## config.mk

```make
export PLATFORM = sky130hd
export DESIGN_NAME = active_list_retire
export DESIGN_NICKNAME = d
export VERILOG_FILES = /design/src/rtl/mips_core_pkg.sv /design/src/rtl/active_list_retire.sv
export SDC_FILE = /design/constraint.sdc
export NUM_CORES = 2
export LEC_CHECK = 0
export ABC_AREA = 1
export ABC_CLOCK_PERIOD_IN_PS = 2800
export CAP_MARGIN = 40
export CORE_UTILIZATION = 28
export CTS_BUF_LIST = sky130_fd_sc_hd__clkbuf_8
export DETAILED_ROUTE_END_ITERATION = 10
export PLACE_DENSITY = 0.5
export SETUP_SLACK_MARGIN = 0.1
export SLEW_MARGIN = 30
export SYNTH_ARGS = -nofsm -noshare
export SYNTH_HDL_FRONTEND = slang
export SYNTH_SLANG_ARGS = --single-unit
export TNS_END_PERCENT = 5
```

## constraint.sdc

```tcl
create_clock -name clk -period 2.8 [get_ports clk]
set_input_delay 0.28 -clock clk [delete_from_list [all_inputs] [get_ports clk]]
set_output_delay 0.28 -clock clk [all_outputs]
set_load 0.02 [all_outputs]
```

## src/rtl/mips_core_pkg.sv

```systemverilog
// Shared core types: active-list geometry, entry layout and retire-FSM states.
// Every active-list stage that stores entries imports this package.
package mips_core_pkg;

    localparam int AL_DEPTH  = 32;
    localparam int AL_PHYS_W = 6;
    localparam int AL_ARCH_W = 5;
    localparam int AL_TAG_W  = $clog2(AL_DEPTH);

    typedef enum logic [0:0] {
        ST_RUN      = 1'b0,
        ST_ROLLBACK = 1'b1
    } al_state_e;

    typedef struct packed {
        logic                 valid;
        logic                 done;
        logic                 mispred;
        logic                 uses_rw;
        logic [AL_ARCH_W-1:0] arch_rd;
        logic [AL_PHYS_W-1:0] new_phys;
        logic [AL_PHYS_W-1:0] old_phys;
        logic                 is_branch;
    } al_entry_t;

endpackage

```

## src/rtl/active_list_retire.sv

```systemverilog
// In-order active list: accepts renamed instructions, retires completed heads,
// and rolls back younger entries after a mispredicted branch retires.
//
//  state       | meaning
//  ------------+---------------------------------------------------------------
//  ST_RUN      | dispatch, completion and in-order retirement enabled
//  ST_ROLLBACK | squashing one entry per cycle from tail-1 back to head
module active_list_retire
    import mips_core_pkg::*;
#(
    parameter int DEPTH  = AL_DEPTH,
    parameter int PHYS_W = AL_PHYS_W,
    localparam int TAG_W = $clog2(DEPTH)
) (
    input  logic              clk,
    input  logic              rst_n,
    input  logic              i_disp_valid,
    output logic              o_disp_ready,
    input  logic              i_disp_uses_rw,
    input  logic [4:0]        i_disp_arch_rd,
    input  logic [PHYS_W-1:0] i_disp_new_phys,
    input  logic [PHYS_W-1:0] i_disp_old_phys,
    input  logic              i_disp_is_branch,
    output logic [TAG_W-1:0]  o_disp_tag,
    input  logic              i_cmp_valid,
    input  logic [TAG_W-1:0]  i_cmp_tag,
    input  logic              i_cmp_mispredict,
    output logic              o_free_valid,
    output logic [PHYS_W-1:0] o_free_phys,
    output logic              o_retire_valid,
    output logic [4:0]        o_retire_arch_rd,
    output logic [PHYS_W-1:0] o_retire_phys,
    output logic              o_squash,
    output logic              o_flush_done
);

    localparam logic [TAG_W:0] FULL = (TAG_W+1)'(DEPTH);

    // Entry layout comes from the package, so PHYS_W must equal AL_PHYS_W.
    al_entry_t         r_entries [DEPTH];
    logic [TAG_W-1:0]  r_head;
    logic [TAG_W-1:0]  r_tail;
    logic [TAG_W:0]    r_count;
    al_state_e         r_state;
    al_state_e         w_state_next;

    logic              r_free_valid;
    logic [PHYS_W-1:0] r_free_phys;
    logic              r_retire_valid;
    logic [4:0]        r_retire_arch_rd;
    logic [PHYS_W-1:0] r_retire_phys;
    logic              r_flush_done;

    al_entry_t         w_head_entry;
    al_entry_t         w_walk_entry;
    al_entry_t         w_new_entry;
    logic [TAG_W-1:0]  w_walk;
    logic              w_disp;
    logic              w_retire;
    logic              w_rb_step;
    logic              w_rb_end;
    logic              w_cmp_hit;
    logic [TAG_W:0]    w_count_next;

    assign w_head_entry = r_entries[r_head];
    assign w_walk       = r_tail - TAG_W'(1);
    assign w_walk_entry = r_entries[w_walk];

    assign o_disp_ready = rst_n && (r_count < FULL) && (r_state == ST_RUN);
    assign w_disp       = i_disp_valid && o_disp_ready;
    assign w_retire     = (r_state == ST_RUN) && w_head_entry.valid && w_head_entry.done;
    assign w_rb_step    = (r_state == ST_ROLLBACK) && (r_count != '0);
    assign w_rb_end     = (r_state == ST_ROLLBACK) && (r_count == '0);
    assign w_cmp_hit    = i_cmp_valid && (r_state == ST_RUN) && r_entries[i_cmp_tag].valid;

    always_comb begin
        w_new_entry           = '0;
        w_new_entry.valid     = 1'b1;
        w_new_entry.uses_rw   = i_disp_uses_rw;
        w_new_entry.arch_rd   = i_disp_arch_rd;
        w_new_entry.new_phys  = i_disp_new_phys;
        w_new_entry.old_phys  = i_disp_old_phys;
        w_new_entry.is_branch = i_disp_is_branch;
    end

    always_comb begin
        w_state_next = r_state;
        case (r_state)
            ST_RUN:      if (w_retire && w_head_entry.mispred) w_state_next = ST_ROLLBACK;
            ST_ROLLBACK: if (w_rb_end) w_state_next = ST_RUN;
            default:     w_state_next = ST_RUN;
        endcase
    end

    always_comb begin
        w_count_next = r_count;
        if (w_rb_step) begin
            w_count_next = r_count - (TAG_W+1)'(1);
        end else if (w_disp && !w_retire) begin
            w_count_next = r_count + (TAG_W+1)'(1);
        end else if (!w_disp && w_retire) begin
            w_count_next = r_count - (TAG_W+1)'(1);
        end
    end

    always_ff @(posedge clk or negedge rst_n) begin
        if (!rst_n) begin
            r_state <= ST_RUN;
        end else begin
            r_state <= w_state_next;
        end
    end

    always_ff @(posedge clk or negedge rst_n) begin
        if (!rst_n) begin
            for (int i = 0; i < DEPTH; i++) begin
                r_entries[i] <= '0;
            end
            r_head           <= '0;
            r_tail           <= '0;
            r_count          <= '0;
            r_free_valid     <= 1'b0;
            r_free_phys      <= '0;
            r_retire_valid   <= 1'b0;
            r_retire_arch_rd <= '0;
            r_retire_phys    <= '0;
            r_flush_done     <= 1'b0;
        end else begin
            r_free_valid     <= 1'b0;
            r_free_phys      <= '0;
            r_retire_valid   <= 1'b0;
            r_retire_arch_rd <= '0;
            r_retire_phys    <= '0;
            r_flush_done     <= w_rb_end;
            r_count          <= w_count_next;

            if (w_cmp_hit) begin
                r_entries[i_cmp_tag].done    <= 1'b1;
                r_entries[i_cmp_tag].mispred <= i_cmp_mispredict && r_entries[i_cmp_tag].is_branch;
            end

            if (w_disp) begin
                r_entries[r_tail] <= w_new_entry;
                r_tail            <= r_tail + TAG_W'(1);
            end

            if (w_retire) begin
                r_entries[r_head] <= '0;
                r_head            <= r_head + TAG_W'(1);
                if (w_head_entry.uses_rw) begin
                    r_free_valid     <= 1'b1;
                    r_free_phys      <= w_head_entry.old_phys;
                    r_retire_valid   <= 1'b1;
                    r_retire_arch_rd <= w_head_entry.arch_rd;
                    r_retire_phys    <= w_head_entry.new_phys;
                end
            end

            // Squashed entries hand back the register they were allocated.
            if (w_rb_step) begin
                r_entries[w_walk] <= '0;
                r_tail            <= w_walk;
                if (w_walk_entry.uses_rw) begin
                    r_free_valid <= 1'b1;
                    r_free_phys  <= w_walk_entry.new_phys;
                end
            end
        end
    end

    assign o_disp_tag       = r_tail;
    assign o_free_valid     = r_free_valid;
    assign o_free_phys      = r_free_phys;
    assign o_retire_valid   = r_retire_valid;
    assign o_retire_arch_rd = r_retire_arch_rd;
    assign o_retire_phys    = r_retire_phys;
    assign o_squash         = (r_state == ST_ROLLBACK);
    assign o_flush_done     = r_flush_done;

endmodule

```

# --- After elaboration in Yosys (flattened, before gate mapping) ---
# Index checks and enable logic that the tools add are counted.
word_totals:
  output_inout_bits: 27
  reg_bits: 741
classes:
  n_addsub: 5
  n_mux: 46
  reduce_logical: 23
  n_lt_le_gt_ge: 9
  n_bitwise: 9
op_table:
  columns: ["op", "n"]
  rows:
  - ["$mux W704", 4]
  - ["$bwmux W704", 3]
  - ["$and A704 B704 Y704", 2]
  - ["$not A704 Y704", 2]
  - ["$demux W22 S5", 5]
  - ["$bmux W22 S5", 3]
  - ["$mux W22", 7]
  - ["$mux W6", 9]
  - ["$mux W19", 2]
  - ["$ge A6 B6 Y1 const B", 4]
  - ["$lt A6 B1 Y1 const B", 4]
  - ["$not A5 Y6", 4]
  - ["$mux W21", 1]
  - ["$mux W20", 1]
  - ["$mux W5", 4]
  - ["$logic_and A1 B1 Y1", 17]
  - ["$add A5 B1 Y5 const B", 2]
  - ["$add A6 B1 Y6 const B", 1]
  - ["$logic_not A6 Y1", 1]
  - ["$lt A6 B6 Y1 const B", 1]
  - ["$mux W1", 6]
  - ["$reduce_bool A6 Y1", 1]
  - ["$sub A6 B1 Y6 const B", 1]
  - ["$sub A5 B1 Y5 const B", 1]
  - ["5 further kinds", 6]

# --- Longest topological paths before layout ---
depth:
  word_depth: 14
  mapped_depth: 20
  mapped_depth_nobuf: 16

# --- Worst setup path before layout ---
# Ideal clock, no wire load.
synth_timing:
  path_type: "register -> register"
  from: "register r_tail[0] (netlist: o_disp_tag[0])"
  to: "register r_entries[404] (netlist bit)"
  path_slack_ns: -0.186
  path_stages_with_launch: 16
  t_arrival_ns: 2.873
  setup_ns: 0.113
  period_less_slack_ns: 2.986
  t_required_ns: 2.687
  path_buffers: 2
  path_cell_list: "dfrtp_1 > inv_2 > clkbuf_1 > clkbuf_1 > ha_1 > inv_1 > nor2_2 > nand2_1 > o211ai_1 > inv_2 > nor3_1 > nand2_1 > nand2_2 > inv_2 > nand2_1 > inv_1"
synth_via:
  elab_chain_len: 11
synth_rtl:
  columns: ["item", "line_no", "text"]
  rows:
  - ["from (decl)", "active_list_retire.sv:42", "logic [TAG_W-1:0] r_tail;"]
  - ["from (signal assigned)", "active_list_retire.sv:144", "r_tail <= r_tail + TAG_W'(1);"]
  - ["from (signal assigned)", "active_list_retire.sv:162", "r_tail <= w_walk;"]
  - ["parallel branches: the longest is 10 deep, another holds $ge A6 B6 Y1", null, null]
  - ["$mux W704 *", "active_list_retire.sv:160", "if (w_rb_step) begin"]
  - ["to (signal, indexed assignment)", "active_list_retire.sv:143", "r_entries[r_tail] <= w_new_entry;"]
  - ["to (decl)", "active_list_retire.sv:40", "al_entry_t r_entries [DEPTH];"]
# Mark *: on every way between the ends.
# A chain may end at the register's enable or synchronous reset.

# --- Worst setup path after layout ---
layout_timing:
  from: "register r_tail[0] (netlist: o_disp_tag[0])"
  to: "register r_entries[239] (netlist bit)"
# Same word-level chain as after synthesis.

==> results.md <==
- Met2 WL: 89.9 mm
- Root buf cell: clkbuf_8
- Crit-path max cell delay: ~0.5 ns
- Max-Cap Viols: 0
- Post-Synthesis Cells: around 5.9k
- Outcome: finished clean
- Number of iterations in the first detailed-routing pass: 6
- Synthesis-stage register bit count: between 700 and 800
- Highest Signal Layer: met5
- IO Count: 56
- Worst hold-check path type: in2async
- DP Area: approximately 48000 sq um
- Starting DRC count in detailed routing: ~5.5k
- Crit path to: r_entries[239]$_DFF_PN0_
- VDD IR max: 0.703 mV
- Clk Latency, worst-skew pair: roughly 0.92 ns
- Synthesis Warnings: 0
- Clock transition at path regs: 0.06 ns
- Critical path class: reg2reg
- Async SR Flop Fraction: between 90% and 100%
- Post-Syn Area per Cell: roughly 7.1 sq um
- WL/cell: approximately 25 microns
- Share of cells above drive strength 1: roughly 14%
- Fin. Hold Viols: 0
- Final cycle utilization of the critical path: a little over nine tenths
- Antenna Violating Nets Remaining: 0
- Synth Flop Type: dfrtp_1
- Min Hold Slack: around 0.063 ns
- Register area share after synthesis: a little over two fifths
- Number of flops mapped to enable cells by yosys: 0
- Setup_tns: 0 ns
- Post-Synthesis Net Count: approximately 5.9k
- Placed insts: just over 8k
- CP Max Fanout: 33
- Chip width: approximately 390 microns
- Critical Path, Cell by Cell: buf_16 -> ha_1 -> clkinv_1 -> buf_4 -> nor2_1 -> inv_1 -> nor2_4 -> clkinvlp_4 -> buf_4 -> nand3_1 -> nor2_1
- Grt ovf: 0
- Slew headroom: between 40% and 50%
- Reg2Reg Launch Point: o_disp_tag[0]$_DFFE_PN0P_
- Synthesized area: between 40000 and 50000 sq um
- Number of vias after detailed routing: around 43k
- Nets: 6260
- Dpl hpwl: between 100 and 150 mm
- CTS Buf Count: 146
- P&R area growth vs syn: 22.8%
- Total Routing Usage GR: a little over a quarter
- # setup viols final: 0
- Fin crit period: 2.71 ns
- Crit path max-delay cell type: dfrtp_4
- Core area: around 150000 sq um
- Worst Setup End Kind: register
- Clk buf depth: 3
- Vert. Die Dim: 390 microns
- Leakage: 26.6 nW
- Die area: approximately 150000 sq um
- Routability cong.: ~0.95
- Startpoint Class: register
- FP Rows: roughly 140
- CTS Sinks: about 740
- WL met3: around 19 mm
- H-tree Lvls: 4
- WP data required: roughly 3.6 ns
- IO Port Bufs: 55
- R2r worst-path depth: 11
- Unrepaired setup endpoints after global routing: yes
- Post-layout total power: about 60 mW
- Reg2reg setup slack: about 0.085 ns
- Post-place setup slack: -0.297 ns
- Initial antenna violation count: 4
- CP Data Arrival Time: ~3.5 ns
- First-pass GRT wire length: 290 mm
- # DRC: 0
- Vias in the first global route: around 41k
- Reg2reg end: r_entries[239]$_DFF_PN0_
- Slew Limit Fails: 0
- WL met1: roughly 85 mm
- Fin util: about 35%
- Initial Util: 28.2%
- Highest clock rate: 368 MHz
- Slew @ Worst Pin: 0.881 ns
- Final Non-Filler Cells: ~8.3k
- CTS tree: yes
- Pin count of the biggest net entering global routing: around 160
- Post-route cell area: approximately 52000 sq um
- Cell variety after synth: 45
- Post-Route Skew: 0.0437 ns
- Drt total wl: between 200 and 250 mm
- Drt via density: between 5 and 6
- Final Worst Setup Slack: between 0.08 and 0.09 ns
- Power per cell area: approximately 1200 nW/um^2
- Worst Setup SP: o_disp_tag[0]$_DFFE_PN0P_
[how the worst min path moves through the flow]
stage	from	end	slack [ns]	cells after the start
floorplan	rst_n	o_disp_tag[0]$_DFFE_PN0P_	-0.02	0
global placement	rst_n	r_entries[107]$_DFF_PN0_	0.40	2
detailed placement	rst_n	r_entries[107]$_DFF_PN0_	0.40	2
CTS	rst_n	r_entries[681]$_DFF_PN0_	0.03	3
global route	rst_n	r_entries[263]$_DFF_PN0_	0.07	3
finish	rst_n	r_entries[129]$_DFF_PN0_	0.06	3
[cells in the mapped netlist, types with 7 or more instances]
| cell | instances | share of area [%] |
|---|---|---|
| nand2_1 | 1289 | 11 |
| nor2_1 | 844 | 7.5 |
| dfrtp_1 | 741 | 44 |
| o21ai_0 | 689 | 8.2 |
| inv_1 | 652 | 5.8 |
| a21oi_1 | 606 | 7.2 |
| clkbuf_1 | 221 | 2.0 |
| nand3_1 | 206 | 2.4 |
| a22oi_1 | 133 | 2.4 |
| buf_2 | 95 | 1.1 |
| o22ai_1 | 50 | 0.74 |
| nor2_2 | 47 | 0.70 |
| nand4_1 | 41 | 0.61 |
| o211ai_1 | 36 | 0.64 |
| nand2_2 | 26 | 0.39 |
| buf_6 | 25 | 0.67 |
| buf_4 | 24 | 0.43 |
| buf_1 | 22 | 0.20 |
| inv_2 | 20 | 0.18 |
| nand4_4 | 20 | 1.0 |
| clkinv_1 | 16 | 0.14 |
| xor2_1 | 13 | 0.27 |
| a31oi_1 | 12 | 0.18 |
| ha_1 | 12 | 0.36 |
| a21oi_2 | 11 | 0.23 |
| nand4_2 | 11 | 0.33 |
| nor3_1 | 9 | 0.11 |
| nand2_4 | 7 | 0.19 |
[worst max-delay path: cells and delay by family, from the launching register on]
kind / cells / cell delay (ns)
and+or+nand+nor: 4 / 0.80
DFF: 1 / 0.50
adders and majority gates: 1 / 0.20
buffers and inverters: 6 / 1.07
[metal layers]
metal  vias up  track usage [%]
met3       405             5.06
met5         -                0
met1     20900             34.9
met4         4             13.3
met2      2188             40.0
li1      19700                -
[kinds of logic (layout without fill, tap and decap cells)]
kind of cell	count (synthesis)	after routing	share of synthesized area, %
adders and majority gates	12	12	0.355
DFF	741	741	43.9
buffers and inverters	1081	1500	10.7
xor gates and xnor gates	14	14	0.308
other	0	1	0
and+or+nand+nor	2509	2509	25.0
AOI/OAI and AO/OA	1550	1550	19.7
[power breakdown]
part	switching (mW)	internal [mW]	total [mW]
registers	2.18	14.6	16.8
logic	20.5	11.2	31.7
clock network	5.28	5.99	11.3
total	27.9	31.9	59.8
[cells in the final DEF (no fill, tap or decap), drive strengths merged, types with 50 or more instances in the layout]
master / netlist / final
o21ai: 692 / 692
inv: 673 / 719
nand4: 72 / 72
a22oi: 133 / 133
buf: 170 / 486
dfrtp: 741 / 741
a21oi: 617 / 617
clkdlybuf4s50: 0 / 53
nand3: 207 / 207
nand2: 1322 / 1322
nor2: 894 / 894
o22ai: 50 / 50
clkbuf: 222 / 197
[registers in the layout, summed over array words and instances, names as in the netlist]
register,count
r_entries,704
o_free_phys,6
o_retire_phys,6
r_count,6
o_disp_tag,5
o_retire_arch_rd,5
r_head,5
o_flush_done,1
o_free_valid,1
o_retire_valid,1
o_squash,1
[repair_timing]
action                                  in CTS  in global routing
cloned                                       2                 15
endpoints found under the setup margin     179                503
endpoints found under the hold margin      236                  0
hold buffers                                 1                  0
buffers inserted                             3                 19
pin swaps                                    4                  7
resized for setup                           23                 41
[layout make-up]
class,instances,area (sq um)
repair buffers,555,5870
repair inverters,1,11.3
clock inverters,71,367
fillers,16000,97900
inverters,689,2640
multi-input cells,4085,19400
flip-flops and latches,741,18600
well taps,2016,2520
clock buffers,184,2530
diodes,1,2.50
Note: power is estimated with default switching activity, not from simulation.
